**src/rtl/tx_burst_scheduler.sv**
```systemverilog
// tx_burst_scheduler: drives the mul_lfsr tx_cfg word through counted, gapped, optionally triggered bursts.
// Define TX_BURST_TIMESTAMP_EN to add a free-running cycle counter and per-burst start timestamps.
//
// state | meaning
// IDLE  | waiting for start, LFSR held in srst
// SRST  | srst held for SRST_CYCLES before the first burst
// ARM   | srst released, waiting for an optional trigger edge
// RUN   | en=1, waiting for tx_flag to rise and then fall
// GAP   | srst held for cfg_gap+1 cycles between bursts
// DONE  | one-cycle completion pulse
module tx_burst_scheduler #(
  parameter int CNT_WIDTH     = 16,
  parameter int GAP_WIDTH     = 32,
  parameter int SRST_CYCLES   = 4,
  parameter int TIMEOUT_WIDTH = 24
) (
  input  logic                     aclk,
  input  logic                     arst,
  input  logic                     start_i,
  input  logic                     stop_i,
  input  logic                     trig_i,
  input  logic [7:0]               cfg_sel_div_i,
  input  logic [2:0]               cfg_rep_i,
  input  logic [2:0]               cfg_order_i,
  input  logic [CNT_WIDTH-1:0]     cfg_count_i,
  input  logic [GAP_WIDTH-1:0]     cfg_gap_i,
  input  logic                     cfg_ext_trig_i,
  input  logic [TIMEOUT_WIDTH-1:0] cfg_timeout_i,
  input  logic                     tx_flag_i,
  output logic [31:0]              tx_cfg_o,
  output logic                     busy_o,
  output logic                     done_o,
  output logic                     err_o,
  output logic [CNT_WIDTH-1:0]     burst_idx_o
`ifdef TX_BURST_TIMESTAMP_EN
  ,
  output logic [31:0]              ts_o,
  output logic                     ts_valid_o
`endif
);

  typedef enum logic [2:0] {IDLE, SRST, ARM, RUN, GAP, DONE} state_t;

  state_t r_state, w_state_n;

  logic [7:0]               r_sel_div;
  logic [2:0]               r_rep;
  logic [2:0]               r_order;
  logic [CNT_WIDTH-1:0]     r_count;
  logic [CNT_WIDTH-1:0]     r_idx;
  logic [GAP_WIDTH-1:0]     r_gap;
  logic [GAP_WIDTH-1:0]     r_tmr;
  logic                     r_ext_trig;
  logic [TIMEOUT_WIDTH-1:0] r_timeout;
  logic [TIMEOUT_WIDTH-1:0] r_wdog;
  logic                     r_trig_prev;
  logic                     r_flag_prev;
  logic                     r_seen_rise;
  logic [31:0]              r_tx_cfg;
  logic                     r_busy;
  logic                     r_done;
  logic                     r_err;

  logic                     w_accept;
  logic                     w_fall;
  logic                     w_wdog_exp;
  logic                     w_idx_inc;
  logic                     w_set_err;
  logic                     w_enter_run;
  logic                     w_enter_gap;
  logic [CNT_WIDTH-1:0]     w_idx_p1;
  logic [7:0]               w_sel_div;
  logic [2:0]               w_rep;
  logic [2:0]               w_order;
  logic                     w_srst;
  logic                     w_en;

  assign w_idx_p1   = r_idx + CNT_WIDTH'(1);
  // A fall only counts once the flag has been seen high inside this RUN visit.
  assign w_fall     = r_flag_prev & ~tx_flag_i & r_seen_rise;
  assign w_wdog_exp = ~r_seen_rise & (r_timeout != '0) & (r_wdog == '0);

  always_comb begin
    w_state_n = r_state;
    w_accept  = 1'b0;
    w_idx_inc = 1'b0;
    w_set_err = 1'b0;
    case (r_state)
      IDLE: begin
        if (start_i) begin
          w_accept  = 1'b1;
          w_state_n = (cfg_count_i == '0) ? DONE : SRST;
        end
      end
      SRST: if (r_tmr == '0) w_state_n = ARM;
      ARM:  if (!r_ext_trig || (trig_i && !r_trig_prev)) w_state_n = RUN;
      RUN: begin
        if (w_fall) begin
          w_idx_inc = 1'b1;
          w_state_n = (w_idx_p1 == r_count) ? DONE : GAP;
        end else if (w_wdog_exp) begin
          w_set_err = 1'b1;
          w_state_n = DONE;
        end
      end
      GAP:  if (r_tmr == '0) w_state_n = ARM;
      DONE: w_state_n = IDLE;
      default: w_state_n = IDLE;
    endcase
    if (stop_i && (r_state != IDLE)) begin
      w_state_n = IDLE;
      w_idx_inc = 1'b0;
      w_set_err = 1'b0;
    end
  end

  assign w_enter_run = (w_state_n == RUN) && (r_state != RUN);
  assign w_enter_gap = (w_state_n == GAP) && (r_state != GAP);
  assign w_sel_div   = w_accept ? cfg_sel_div_i : r_sel_div;
  assign w_rep       = w_accept ? cfg_rep_i     : r_rep;
  assign w_order     = w_accept ? cfg_order_i   : r_order;
  assign w_en        = (w_state_n == RUN);
  assign w_srst      = (w_state_n != ARM) && (w_state_n != RUN);

  always_ff @(posedge aclk or posedge arst) begin
    if (arst) begin
      r_state     <= IDLE;
      r_sel_div   <= '0;
      r_rep       <= '0;
      r_order     <= '0;
      r_count     <= '0;
      r_idx       <= '0;
      r_gap       <= '0;
      r_tmr       <= '0;
      r_ext_trig  <= 1'b0;
      r_timeout   <= '0;
      r_wdog      <= '0;
      r_trig_prev <= 1'b0;
      r_flag_prev <= 1'b0;
      r_seen_rise <= 1'b0;
      r_tx_cfg    <= 32'h0000_8000;
      r_busy      <= 1'b0;
      r_done      <= 1'b0;
      r_err       <= 1'b0;
    end else begin
      r_state     <= w_state_n;
      r_trig_prev <= trig_i;
      r_flag_prev <= tx_flag_i;

      if (w_accept) begin
        r_sel_div  <= cfg_sel_div_i;
        r_rep      <= cfg_rep_i;
        r_order    <= cfg_order_i;
        r_count    <= cfg_count_i;
        r_gap      <= cfg_gap_i;
        r_ext_trig <= cfg_ext_trig_i;
        r_timeout  <= cfg_timeout_i;
        r_idx      <= '0;
        r_err      <= 1'b0;
      end else begin
        if (w_idx_inc) r_idx <= w_idx_p1;
        if (w_set_err) r_err <= 1'b1;
      end

      // Shared down-counter: SRST hold length, then each inter-burst gap.
      if (w_accept)
        r_tmr <= GAP_WIDTH'(SRST_CYCLES - 1);
      else if (w_enter_gap)
        r_tmr <= r_gap;
      else if (r_tmr != '0)
        r_tmr <= r_tmr - GAP_WIDTH'(1);

      if (w_enter_run) begin
        r_seen_rise <= 1'b0;
        r_wdog      <= r_timeout - TIMEOUT_WIDTH'(1);
      end else if (r_state == RUN) begin
        if (tx_flag_i) r_seen_rise <= 1'b1;
        if (!r_seen_rise && (r_wdog != '0)) r_wdog <= r_wdog - TIMEOUT_WIDTH'(1);
      end

      r_tx_cfg <= {16'h0000, w_srst, w_en, w_order, w_rep, w_sel_div};
      r_busy   <= (w_state_n != IDLE);
      r_done   <= (w_state_n == DONE);
    end
  end

  assign tx_cfg_o    = r_tx_cfg;
  assign busy_o      = r_busy;
  assign done_o      = r_done;
  assign err_o       = r_err;
  assign burst_idx_o = r_idx;

`ifdef TX_BURST_TIMESTAMP_EN
  logic [31:0] r_ts_cnt;
  logic [31:0] r_ts;
  logic        r_ts_valid;

  always_ff @(posedge aclk or posedge arst) begin
    if (arst) begin
      r_ts_cnt   <= '0;
      r_ts       <= '0;
      r_ts_valid <= 1'b0;
    end else begin
      r_ts_cnt   <= r_ts_cnt + 32'd1;
      r_ts_valid <= (r_state == ARM) && (w_state_n == RUN);
      if ((r_state == ARM) && (w_state_n == RUN)) r_ts <= r_ts_cnt;
    end
  end

  assign ts_o       = r_ts;
  assign ts_valid_o = r_ts_valid;
`endif

endmodule

```
**config.mk**
```make
export PLATFORM = sky130hd
export DESIGN_NAME = tx_burst_scheduler
export DESIGN_NICKNAME = d
export VERILOG_FILES = /design/src/rtl/tx_burst_scheduler.sv
export SDC_FILE = /design/constraint.sdc
export NUM_CORES = 1
export LEC_CHECK = 0
export ABC_AREA = 1
export BUFFER_PORTS_ARGS = -buffer_cell sky130_fd_sc_hd__buf_2
export CAP_MARGIN = 25
export CORE_AREA = 2 2 139 141
export CTS_CLUSTER_SIZE = 28
export DETAILED_ROUTE_END_ITERATION = 12
export DIE_AREA = 0 0 141 143
export PLACE_DENSITY_LB_ADDON = 0.08
export SYNTH_ARGS = -nofsm -noshare
export SYNTH_HDL_FRONTEND = slang
export SYNTH_SLANG_ARGS = --single-unit
```
**constraint.sdc**
```tcl
create_clock -name aclk -period 5.05 [get_ports aclk]
set_clock_uncertainty 0.15 [all_clocks]
set_input_delay 0.505 -clock aclk [delete_from_list [all_inputs] [get_ports aclk]]
set_output_delay 0.505 -clock aclk [all_outputs]
set_load 0.03 [all_outputs]
```
# Word level (Yosys, flattened, before mapping)
# Index checks and enable logic that the tools add are counted.
[op_classes]
n_addsub = 4
n_eq_ne = 12
muxes = 34
bitwise_logic = 6
reduce_logical = 28
[op_table]
columns = ["operator", "n"]
rows = [
  ["2-to-1 mux 32 bit", 3],
  ["2-to-1 mux 24 bit", 3],
  ["nonzero test 24 bit", 2],
  ["subtractor 24 x 1 -> 24 bit (second input constant)", 2],
  ["zero test 32 bit", 1],
  ["2-to-1 mux 16 bit", 2],
  ["nonzero test 32 bit", 1],
  ["subtractor 32 x 1 -> 32 bit (second input constant)", 1],
  ["2-to-1 mux 3 bit", 9],
  ["zero test 24 bit", 1],
  ["adder 16 x 1 -> 16 bit (second input constant)", 1],
  ["== test 16 bit", 1],
  ["zero test 16 bit", 1],
  ["2-to-1 mux 1 bit", 15],
  ["case mux 3 bit (4 select lines)", 1],
  ["nonzero test 2 bit", 5],
  ["== test 3 x 2 -> 1 bit (second input constant)", 3],
  ["== test 3 bit (second input constant)", 3],
  ["inequality test 3 x 2 -> 1 bit (second input constant)", 3],
  ["nonzero test 3 bit", 3],
  ["2-to-1 mux 8 bit", 1],
  ["logical AND 1 bit", 6],
  ["bitwise AND 1 bit", 4],
  ["AND reduction 2 bit", 2],
  ["other kinds (7)", 10],
]
[word_totals]
register_bits = 184
inputBits = 93
out_inout_bits = 51
wordCells = 102

# Logic depth before layout (Yosys ltp)
# Gate-level depths: netlist (run 1).
[depth]
ltp_word = 11
ltp_mapped = 21

# Worst setup path after synthesis (run 1)
# OpenSTA, ideal clock, no wires.
[synth_timing]
path_kind = "register to register"
start = "register r_idx[0], in the netlist burst_idx_o[0]"
end = "register r_tmr[28]"
setup_ns = 0.120
arrival_ns = 2.526
t_required_ns = 4.780
path_slack_ns = 2.254
stages_incl_launch_ff = 18
period_less_slack_ns = 2.796
path_cell_list = "dfrtp_1 ha_1 nand2_1 nor2_2 nand3_1 nor2_1 xor2_1 xor2_1 nand3b_1 nor2_1 nand3_1 nand2_1 nand2_2 nand3_2 nand2_1 nand2_1 buf_4 nor2_1"
[synth_between]
elab_chain_len = 10
word_cells_on_any_way = 11
classes_between = "1 x add/sub; 2 x eq/ne; 6 x mux; 2 x reduce/logical"
[synth_lines]
columns = ["element", "line", "text"]
rows = [
  ["start: declaration", "50", "logic [CNT_WIDTH-1:0] r_idx;"],
  ["start signal: assignment", "161", "if (w_idx_inc) r_idx <= w_idx_p1;"],
  ["adder 16 x 1 -> 16 bit *", "78", "assign w_idx_p1 = r_idx + CNT_WIDTH'(1);"],
  ["== test 16 bit *", "100", "w_state_n = (w_idx_p1 == r_count) ? DONE : GAP;"],
  ["2-to-1 mux 1 bit *", "100", ""],
  ["2-to-1 mux 3 bit *", "98", "if (w_fall) begin"],
  ["case mux 3 bit (4 select lines) *", "88", "case (r_state)"],
  ["2-to-1 mux 3 bit *", "110", "if (stop_i && (r_state != IDLE)) begin"],
  ["== test 3 bit *", "118", "assign w_enter_gap = (w_state_n == GAP) && (r_state != GAP);"],
  ["logical AND 1 bit *", "118", ""],
  ["2-to-1 mux 32 bit", "168", "else if (w_enter_gap)"],
  ["2-to-1 mux 32 bit", "166", "if (w_accept)"],
  ["end signal: assignment", "167", "r_tmr <= GAP_WIDTH'(SRST_CYCLES - 1);"],
  ["end signal: assignment", "169", "r_tmr <= r_gap;"],
  ["end signal: assignment", "171", "r_tmr <= r_tmr - GAP_WIDTH'(1);"],
  ["end: declaration", "52", "logic [GAP_WIDTH-1:0] r_tmr;"],
]
# Mark *: on every way between the ends. The rest lies on a longest branch, timed or not.
# A chain may end at the register's enable or synchronous reset.

# Final worst setup path (run 1)
[layout_timing]
start = "register r_state[0]"
end = "register r_wdog[18]"
[layout_between]
elab_chain_len = 8
word_cells_on_any_way = 22
classes_between = "6 x eq/ne; 8 x mux; 8 x reduce/logical"
[layout_lines]
columns = ["element", "line", "text"]
rows = [
  ["start: declaration", "44", "state_t r_state, w_state_n;"],
  ["start signal: assignment", "146", "r_state <= w_state_n;"],
  ["== test 3 bit, or another cell as far along", "88", ""],
  ["OR reduction 2 bit (no source line) / 2-to-1 mux 3 bit (equally long branches)", "n/a", ""],
  ["case mux 3 bit (4 select lines)", "88", ""],
  ["2-to-1 mux 3 bit", "110", ""],
  ["== test 3 x 2 -> 1 bit", "117", "assign w_enter_run = (w_state_n == RUN) && (r_state != RUN);"],
  ["logical AND 1 bit", "117", ""],
  ["nonzero test 2 bit (no source line)", "n/a", ""],
  ["AND reduction 2 bit (no source line)", "n/a", ""],
  ["end signal: assignment", "175", "r_wdog <= r_timeout - TIMEOUT_WIDTH'(1);"],
  ["end signal: assignment", "178", "if (!r_seen_rise && (r_wdog != '0)) r_wdog <= r_wdog - TIMEOUT_WIDTH'(1);"],
  ["end: declaration", "55", "logic [TIMEOUT_WIDTH-1:0] r_wdog;"],
]
# Parallel ways exist; a longest one is shown, timed or not.

==> flow_summary.yaml, run 1 <==
global_routing:
  grt_pass1_wl_mm: 40.1
  grt_overflow: 0
  grt_max_degree: 131
  grtUsageTotal: 0.249
  antenna_found_initial: 2
  grt_pass1_vias: 8172
synth:
  avgSynthCellArea_sq_um: 7.31
  yosysTopAreaCell: "dfrtp_1"
  ys_types: 46
  synthArstFlopShare: 1.00
  netlist_instances: 1300
  yosys-mux-area-fraction: 0
  synth_edf_count: 0
  ys_ff_latch: 170
  synthAdderAreaFrac: 0.00527
  synth-main-ff-cell: "dfrtp_1"
  synth_compound_area_frac: 0.0842
  netlist_top_cells_area: "dfrtp_1, nand2_1, nor2_1, o21ai_0, inv_1"
  yosysSeqAreaShare: 0.448
  synth_simple_gate_area_frac: 0.344
  syn_area_sq_um: 9500
  synthXorXnorAreaFrac: 0.0332
  synth_top_area_frac: 0.445
  yosys_warnings: 0
  synth_top_family_by_area: "simple AND/OR/NAND/NOR gates"
cells_and_area:
  drive_above_1_share: 0.159
  synthToLayoutAreaGrowth_pct: 13.6
  nets: 1509
critical_path:
  ff2ff_path_depth: 16
  cp_top_family: "simple AND/OR/NAND/NOR gates"
  path_cells: "nor2_1 -> nand3_4 -> nand2_1 -> inv_1 -> nand3_2 -> nand4_4 -> o21ai_2 -> ha_1 -> nand3_1 -> nor2_2 -> nand2_1 -> nor2_2 -> nand4_1 -> nand2_1 -> nand2_1 -> nand2_1"
  r2r_end: "r_wdog[18]"
  path_common_cell: "nand2_1"
  ff2ff_setup_slack_ns: 1.31
  slowest_stage: "dfrtp_1"
  cp-end-kind: "register"
  worstPathArrival_ns: 3.95
  crit_fanout: 31
  cp.required_ns: 5.27
  path_buf_inv: 1
  rr_startpoint: "r_state[0]"
  path_class: "reg2reg"
  start_kind: "register"
  critPathMaxStageDelay_ns: 0.45
routing:
  ant_nets: 0
  via_per_inst: 5.06
  routed-via-count: 8399
  drcViolationCount: 0
  drt_wl_total_mm: 24.3
  wl_per_cell_um: 14.6
  first_pass_iters: 6
  drt_iter0_markers: 575
timing:
  worst_hold_slack_ns: 0.0480
  fmax_mhz: 268
  setup_ws_ns: 1.31
  slew_headroom: 0.415
  fin_tns_setup_ns: 0
  tightest_slew_ns: 0.877
  post-route-period-util: 0.740
  hold_violations: 0
  layout_min_cycle_time_ns: 3.74
  setup_viol: 0
  rsz0062_at_grt: "false"
  drv_slew: 0
hold_path:
  hp-start: "trig_i"
  hold_depth: 1
  whs_endpoint: "r_trig_prev"
  hold_class: "in2reg"
placed_design:
  post-dp-hpwl_mm: 17.6
  place_congestion: 0.917
  io_buffers: 127
  dp_slack_ns: 1.31
floorplanning:
  die_x_um: 141
  rows: 50
  die_h_um: 143
  core-area_sq_um: 18600
  io_pins: 144
  initial_utilization: 0.511
  die-area_sq_um: 20200
power:
  power_density_nw_per_um2: 543
  ir_worst_vdd_mv: 0.317
  p_leak_uw: 0.00581
run:
  cap_violations: 0
clock_network:
  cts_sinks: 170
  cts_buffers: 17
  clk_path_buf_depth: 2
  cts.root.buffer_cell: "clkbuf_16"
  cts_tree: "yes"
  clk_latency_ns: 0.43
  htree_levels: 4
  ctsResizeCount: 0
  cts.clk_slew.worst_paths_ns: 0.07
outcome:
  status: "completed"
==> cells in the mapped netlist, types with 12 or more instances <==
| cell type | number |
|---|---|
| xor2_1 | 24 |
| dfrtp_1 | 169 |
| nor2_2 | 19 |
| nand2_1 | 449 |
| nor2_1 | 166 |
| nand3_1 | 62 |
| inv_1 | 109 |
| o21ai_0 | 85 |
| xnor2_1 | 12 |
| clkbuf_1 | 22 |
| nand4_1 | 29 |
| o21ai_1 | 21 |
| buf_4 | 26 |
==> kinds of logic after synthesis <==
family	count (synthesis)
AO/OA/AOI/OAI	145
adder cells (fa/ha/maj)	4
AND/OR/NAND/NOR	769
buffers and inverters	175
flip-flops	170
other	1
XOR/XNOR	36
==> sequential cells by signal, summed over array words and instances, names as in the netlist, 2 cells and up <==
signal and count:
burst_idx_o 16, r_count 16, r_gap 32, r_order 2, r_rep 2, r_sel_div 7
r_state 3, r_timeout 24, r_tmr 32, r_wdog 24, tx_cfg_o 5
==> per-stage QoR <==
step	util	power (uW)	area (sq um)	instances
5_1_grt	0.580	6340	10800	1659
3_3_place_gp	0.549	4610	10200	1625
4_1_cts	0.579	5900	10800	1657
3_5_place_dp	0.549	4650	10200	1625
6_report	0.581	5860	10800	1661
2_1_floorplan	-	4020	9560	1315
==> report_power, final <==
part	internal (uW)	switching, uW
logic	778	1640
registers	1850	365
clock network	661	567
total	3290	2580
==> final cells by class <==
| cell class | instances | area [sq um] |
|---|---|---|
| diodes | 2 | 5.00 |
| flip-flops and latches | 170 | 4260 |
| fillers | 1809 | 7790 |
| repair buffers | 137 | 738 |
| multi-input cells | 970 | 4510 |
| clock inverters | 12 | 92.6 |
| inverters | 116 | 439 |
| clock buffers | 20 | 457 |
| well taps | 234 | 293 |
==> timing repair <==
| action | 4_1_cts | 5_1_grt |
|---|---|---|
| endpoints found under the hold margin | 0 | 35 |
| setup buffers | 0 | 0 |
| hold buffers | 0 | 1 |
==> layer usage <==
metal / share of wire / wire length, um / GRT usage
met3: 0.044 / 1080 / 0.0513
met2: 0.50 / 12100 / 0.439
met1: 0.44 / 10800 / 0.315
met5: 0 / 0 / 0
met4: 0.013 / 310 / 0.0595
==> worst max-delay path by stage <==
stage	startpoint	to	slack, ns	cells past startpoint
6_report	r_state[0]	r_wdog[18]	1.31	16
5_1_grt	r_state[0]	r_wdog[18]	1.00	16
4_1_cts	r_state[0]	r_wdog[18]	1.30	16
3_5_place_dp	r_state[0]	r_wdog[18]	1.31	16
3_3_place_gp	r_state[0]	r_wdog[18]	1.33	16
2_1_floorplan	arst	burst_idx_o[0]	2.23	1
==> layout by cell type, fill, tap and decap left out, types with 3 or more instances in the layout <==
master	instances
nand3b_1	5
or2_2	6
a21oi_1	10
clkinvlp_4	4
o21ai_2	5
ha_1	4
clkbuf_16	17
nand4_1	29
nand2_1	449
a31oi_1	4
xor2_1	24
nand3_1	61
o22ai_1	10
inv_1	107
clkinv_4	4
buf_2	127
nor3_1	9
nor2_1	166
o21ai_0	85
inv_2	6
clkinv_2	3
dfrtp_1	169
nand3_2	5
nor4_1	3
conb_1	16
o21ai_1	21
buf_4	7
nor2_2	19
xnor2_1	12
nand2_2	5
(Power assumes the default switching activity.)
==> inputs of run 2 (changes only) <==
clock period = 3 ns   (was 5.05 ns; I/O delays follow)
==> run 2 against run 1 <==
Net effect:
- first-iteration DRC count fell by 3.8%
- combinational power rose to 2.5 times the previous value
- fmax rose by 25%
- via count rose by 16%
- final area rose by 25%
- critical path depth rose by 1
- clock-buffer cell count fell by 3
- register-to-register slack got worse by 1.3 ns
- clock power rose by 79%
- cell count rose by 12%
- non-clock buffer count rose by 207
- largest power group unchanged
==> flow_summary.yaml, run 2 (same netlist as run 1, synthesis figures left out) <==
global_routing:
  grt_pass1_wl_mm: 44.3
  grtUsageTotal: 0.278
  grt_overflow: 0
  grt_pass1_vias: 9185
  grt_max_degree: 143
  antenna_found_initial: 0
critical_path:
  cp.required_ns: 3.21
  path_buf_inv: 1
  path_common_cell: "nand2_2"
  ff2ff_setup_slack_ns: 0.005
  path_cells: "ha_2 -> nand2_2 -> nor2_4 -> nand4_1 -> nand3b_1 -> xor2_1 -> nand2_1 -> nand3_1 -> nor2_1 -> nand3_1 -> nand2_2 -> nand2_2 -> nand3_4 -> nand2_4 -> nand2_8 -> clkbuf_16 -> nor3b_2"
  critPathMaxStageDelay_ns: 0.40
  slowest_stage: "dfrtp_1"
  crit_fanout: 8
  cp_top_family: "simple AND/OR/NAND/NOR gates"
  path_class: "reg2reg"
  start_kind: "register"
  worstPathArrival_ns: 3.20
  cp-end-kind: "register"
placed_design:
  io_buffers: 127
  dp_slack_ns: -0.144
  post-dp-hpwl_mm: 18.6
  place_congestion: 0.924
routing:
  first_pass_iters: 5
  drt_iter0_markers: 553
  ant_nets: 0
  wl_per_cell_um: 16.1
  drcViolationCount: 0
  wl_met3_mm: 1.64
  routed-via-count: 9761
  top_layer: "met4"
  via_per_inst: 5.23
  drt_wl_total_mm: 30.0
  met2RoutedLength_mm: 15.1
  wl_met1_mm: 12.3
clock_network:
  cts.root.buffer_cell: "clkbuf_16"
  cts_sinks: 170
  clk_path_buf_depth: 2
  cts.clk_slew.worst_paths_ns: 0.08
  htree_levels: 4
  cts_buffers: 17
  cts_tree: "yes"
  clk_latency_ns: 0.44
run:
  cap_violations: 0
floorplanning:
  initial_utilization: 0.511
  die_h_um: 143
  die-area_sq_um: 20200
  die_x_um: 141
  io_pins: 144
  rows: 50
  core-area_sq_um: 18600
timing:
  fin_tns_setup_ns: 0
  hold_violations: 0
  fmax_mhz: 334
  slew_headroom: 0.371
  layout_min_cycle_time_ns: 3.00
  setup_viol: 0
  tightest_slew_ns: 0.944
  drv_slew: 0
  setup_ws_ns: 0.00482
  rsz0062_at_grt: "true"
  post-route-period-util: 0.998
cells_and_area:
  n_fill_cell: 1415
  nets: 1717
  layout_common_cells: "nand2_1, dfrtp_1, buf_2"
  largest_registers: "r_gap (32), r_tmr (32)"
  fin_util: 0.727
  layout_commonest_cell: "nand2_1"
  synthToLayoutAreaGrowth_pct: 42.2
  drive_above_1_share: 0.302
  antenna-diode-count: 0
power:
  p_leak_uw: 0.00698
  ir_worst_vdd_mv: 0.517
  power_density_nw_per_um2: 885
hold_path:
  hold_class: "in2reg"
outcome:
  status: "completed"
[run 2: layout make-up]
cell class              instances  area, sq um  share of cell area
well taps                     234          293              0.0217
flip-flops and latches        170         4260               0.315
inverters                     116          439              0.0325
multi-input cells             971         5180               0.383
clock buffers                  17          425              0.0315
clock inverters                15          159              0.0118
repair buffers                344         2760               0.204
[run 2: what timing repair did]
| item | CTS | global route |
|---|---|---|
| hold buffers | 85 | 0 |
| hold endpoints to repair | 129 | 0 |
| endpoints found under the setup margin | 13 | 51 |
| gates cloned | 0 | 13 |
| pin swaps | 0 | 60 |
| setup buffers | 0 | 24 |
| resized for setup | 10 | 217 |
[run 2: worst paths after layout]
kind | startpoint | to | depth (start not counted)
worst max-delay path | burst_idx_o[1] | r_tmr[21] | 17
worst min-delay path | cfg_count_i[7] | r_count[7] | 3
worst max register to register | burst_idx_o[1] | r_tmr[21] | 17
worst min register to register | r_gap[5] | r_gap[5] | 2
max in group asynchronous | arst | r_tmr[31] | 4
min in group asynchronous | arst | r_timeout[19] | 4
[run 2: per-stage QoR]
stage                     hold slack [ns]  instance area (sq um)  power, uW  cells
final                              0.0205                  13500      12000   1867
after global routing               0.0182                  13500      12800   1867
after CTS                          0.0132                  12400      10800   1830
after detailed placement            0.276                  10900       8460   1713
after global placement              0.274                  10900       8400   1713
after floorplan                     0.181                   9560       6760   1315
[run 2: layer usage]
metal	vias up	global-route usage
met4	0	0.0774
met2	378	0.493
met3	85	0.0520
met5	-	0
li1	4741	-
met1	4557	0.349
[run 2: tightest hold or removal path, stage by stage]
cell	delay (ns)
buf_2	0.09
inv_1	0.08
o21ai_0	0.09
[run 2: power by group]
| part | internal [uW] | switching (uW) |
|---|---|---|
| Sequential | 3110 | 583 |
| Clock | 1170 | 1030 |
| Combinational | 2430 | 3640 |
==> inputs of run 3 (changes only) <==
PLACE_DENSITY = 0.79   (was default)
PLACE_DENSITY_LB_ADDON = default   (was 0.08)
==> run 3 against run 2 <==
Net effect:
- the run now ends with negative setup slack left
- die area unchanged
- wire length increased by 1.4%
- non-clock buffer count decreased by 23
- fmax decreased by 0.38%
- clock power about the same
- clock-buffer cell count increased by 2
- sequential cell count unchanged
- critical path type unchanged
- cell count decreased by 1.3%
- core utilization decreased by 1.5 points
==> flow_summary.yaml, run 3 (same netlist as run 1, synthesis figures left out) <==
power:
  comb_power_share: 0.495
  p_seq_frac: 0.318
  clock_power_share: 0.187
  p_sw_uw: 5180
  swShare: 0.442
  p_leak_uw: 0.00684
  internal-power_uw: 6540
  ir_worst_vdd_mv: 0.546
  power_density_nw_per_um2: 886
routing:
  wl_per_cell_um: 16.5
  first_pass_iters: 6
  drcViolationCount: 0
  drt_iter0_markers: 797
  drt_wl_total_mm: 30.5
  via_per_inst: 5.40
  routed-via-count: 9944
  ant_nets: 0
clock_network:
  cts_sinks: 170
  cts.root.buffer_cell: "clkbuf_16"
  cts.clk_slew.worst_paths_ns: 0.07
  cts_buffers: 17
  htree_levels: 4
  clk_latency_ns: 0.44
  cts_tree: "yes"
  clk_path_buf_depth: 2
critical_path:
  cp-end-kind: "register"
  path_class: "reg2reg"
  start_kind: "register"
  rr_startpoint: "r_tmr[26]"
  startpoint: "r_tmr[26]"
  crit_fanout: 5
  worstPathArrival_ns: 3.16
  cp.required_ns: 3.15
outcome:
  status: "finished with violations"
  violations: "negative setup slack"
global_routing:
  grt_overflow: 0
  grt_max_degree: 139
  grtUsageTotal: 0.275
  grt_pass1_wl_mm: 44.0
  grt_pass1_vias: 9243
  antenna_found_initial: 0
timing:
  fmax_mhz: 333
  hold_violations: 0
  slew_headroom: 0.391
  tightest_slew_ns: 0.914
  setup_ws_ns: -0.00649
  post-route-period-util: 1.00
  worst_hold_slack_ns: 0.00129
  rsz0062_at_grt: "true"
  layout_min_cycle_time_ns: 3.01
  drv_slew: 0
  setup_viol: 2
  fin_tns_setup_ns: -0.0105
floorplanning:
  die_h_um: 143
  rows: 50
  core-area_sq_um: 18600
  die_x_um: 141
  io_pins: 144
  die-area_sq_um: 20200
  initial_utilization: 0.511
cells_and_area:
  layout_commonest_cell: "nand2_1"
  fin_util: 0.712
  n_fill_cell: 1342
  synthToLayoutAreaGrowth_pct: 39.3
  nets: 1694
  largest_registers: "r_gap (32), r_tmr (32)"
  layout_common_cells: "nand2_1, dfrtp_1, buf_2"
  drive_above_1_share: 0.279
  antenna-diode-count: 0
run:
  cap_violations: 0
hold_path:
  hold_class: "in2reg"
  hp-start: "cfg_count_i[0]"
placed_design:
  post-dp-hpwl_mm: 17.9
  place_congestion: 0.960
  io_buffers: 127
run 3: cell types whose count changed in the layout (fill, tap and decap cells not counted), sizes merged:
| cell | change |
|---|---|
| dlygate4sd3 | -3 |
| clkbuf | +3 |
| clkinvlp | -3 |
| buf | -21 |
run 3: what timing repair did:
action	4_1_cts	5_1_grt
endpoints found under the setup margin	1	55
cloned	0	12
setup buffers	0	25
hold buffers	82	0
endpoints found under the hold margin	146	0
resized for setup	1	178
pin swaps	0	74
run 3: area by class of cell:
class | count | area (sq um) | area share
Clock buffer | 19 | 443 | 0.0335
Tap cell | 234 | 293 | 0.0221
Multi-Input combinational cell | 971 | 5100 | 0.385
Timing Repair Buffer | 321 | 2570 | 0.194
Clock inverter | 12 | 130 | 0.00983
Sequential cell | 170 | 4260 | 0.322
Inverter | 116 | 443 | 0.0335
run 3: power by group through the flow:
stage / Combinational (uW) / Clock, uW / Sequential (uW)
final: 5800 / 2190 / 3730
after global routing: 6350 / 2310 / 3820
after CTS: 4740 / 2200 / 3660
after detailed placement: 4630 / 0 / 3670
after global placement: 4530 / 0 / 3670
after floorplan: 3000 / 0 / 3760
run 3: critical path: stages, from the launching register on:
cell     delay (ns)
dfrtp_1        0.43
nor2_2         0.17
nand2_2        0.11
nor2_2         0.11
nand3_2        0.14
nor2_2         0.15
a21oi_2        0.10
nand2_4        0.10
nand4_4        0.12
buf_6          0.18
o21ai_4        0.19
ha_4           0.17
nand3_2        0.12
nor2_4         0.15
buf_6          0.13
nand2_1        0.09
o21ai_1        0.13
a31oi_1        0.09
run 3: per-layer routing:
layer | global-route usage | up-vias | part of all wire
li1 | - | 4692 | -
met1 | 0.335 | 4712 | 0.39
met2 | 0.481 | 427 | 0.51
met3 | 0.0476 | 113 | 0.061
met4 | 0.118 | 0 | 0.038
met5 | 0 | - | 0
run 3: worst paths after layout:
check                           endpoint  slack [ns]  depth (start not counted)
hold reg to reg                 r_gap[3]        0.33                          2
setup / recovery              r_wdog[12]      -0.006                         17
max in group asynchronous      r_gap[18]        1.60                          4
hold / removal                r_count[0]       0.001                          3
min in group asynchronous  r_timeout[20]        0.48                          4
setup reg to reg              r_wdog[12]      -0.006                         17
run 3: metrics by stage:
stage               cell area (sq um)  instances  worst slack (ns)  power, uW
finish                          13200       1843          -0.00649      11700
global route                    13200       1843            -0.175      12500
CTS                             12200       1806            0.0185      10600
detailed placement              10800       1693            0.0568       8300
global placement                10800       1693            0.0920       8200
floorplan                        9560       1315             0.204       6760
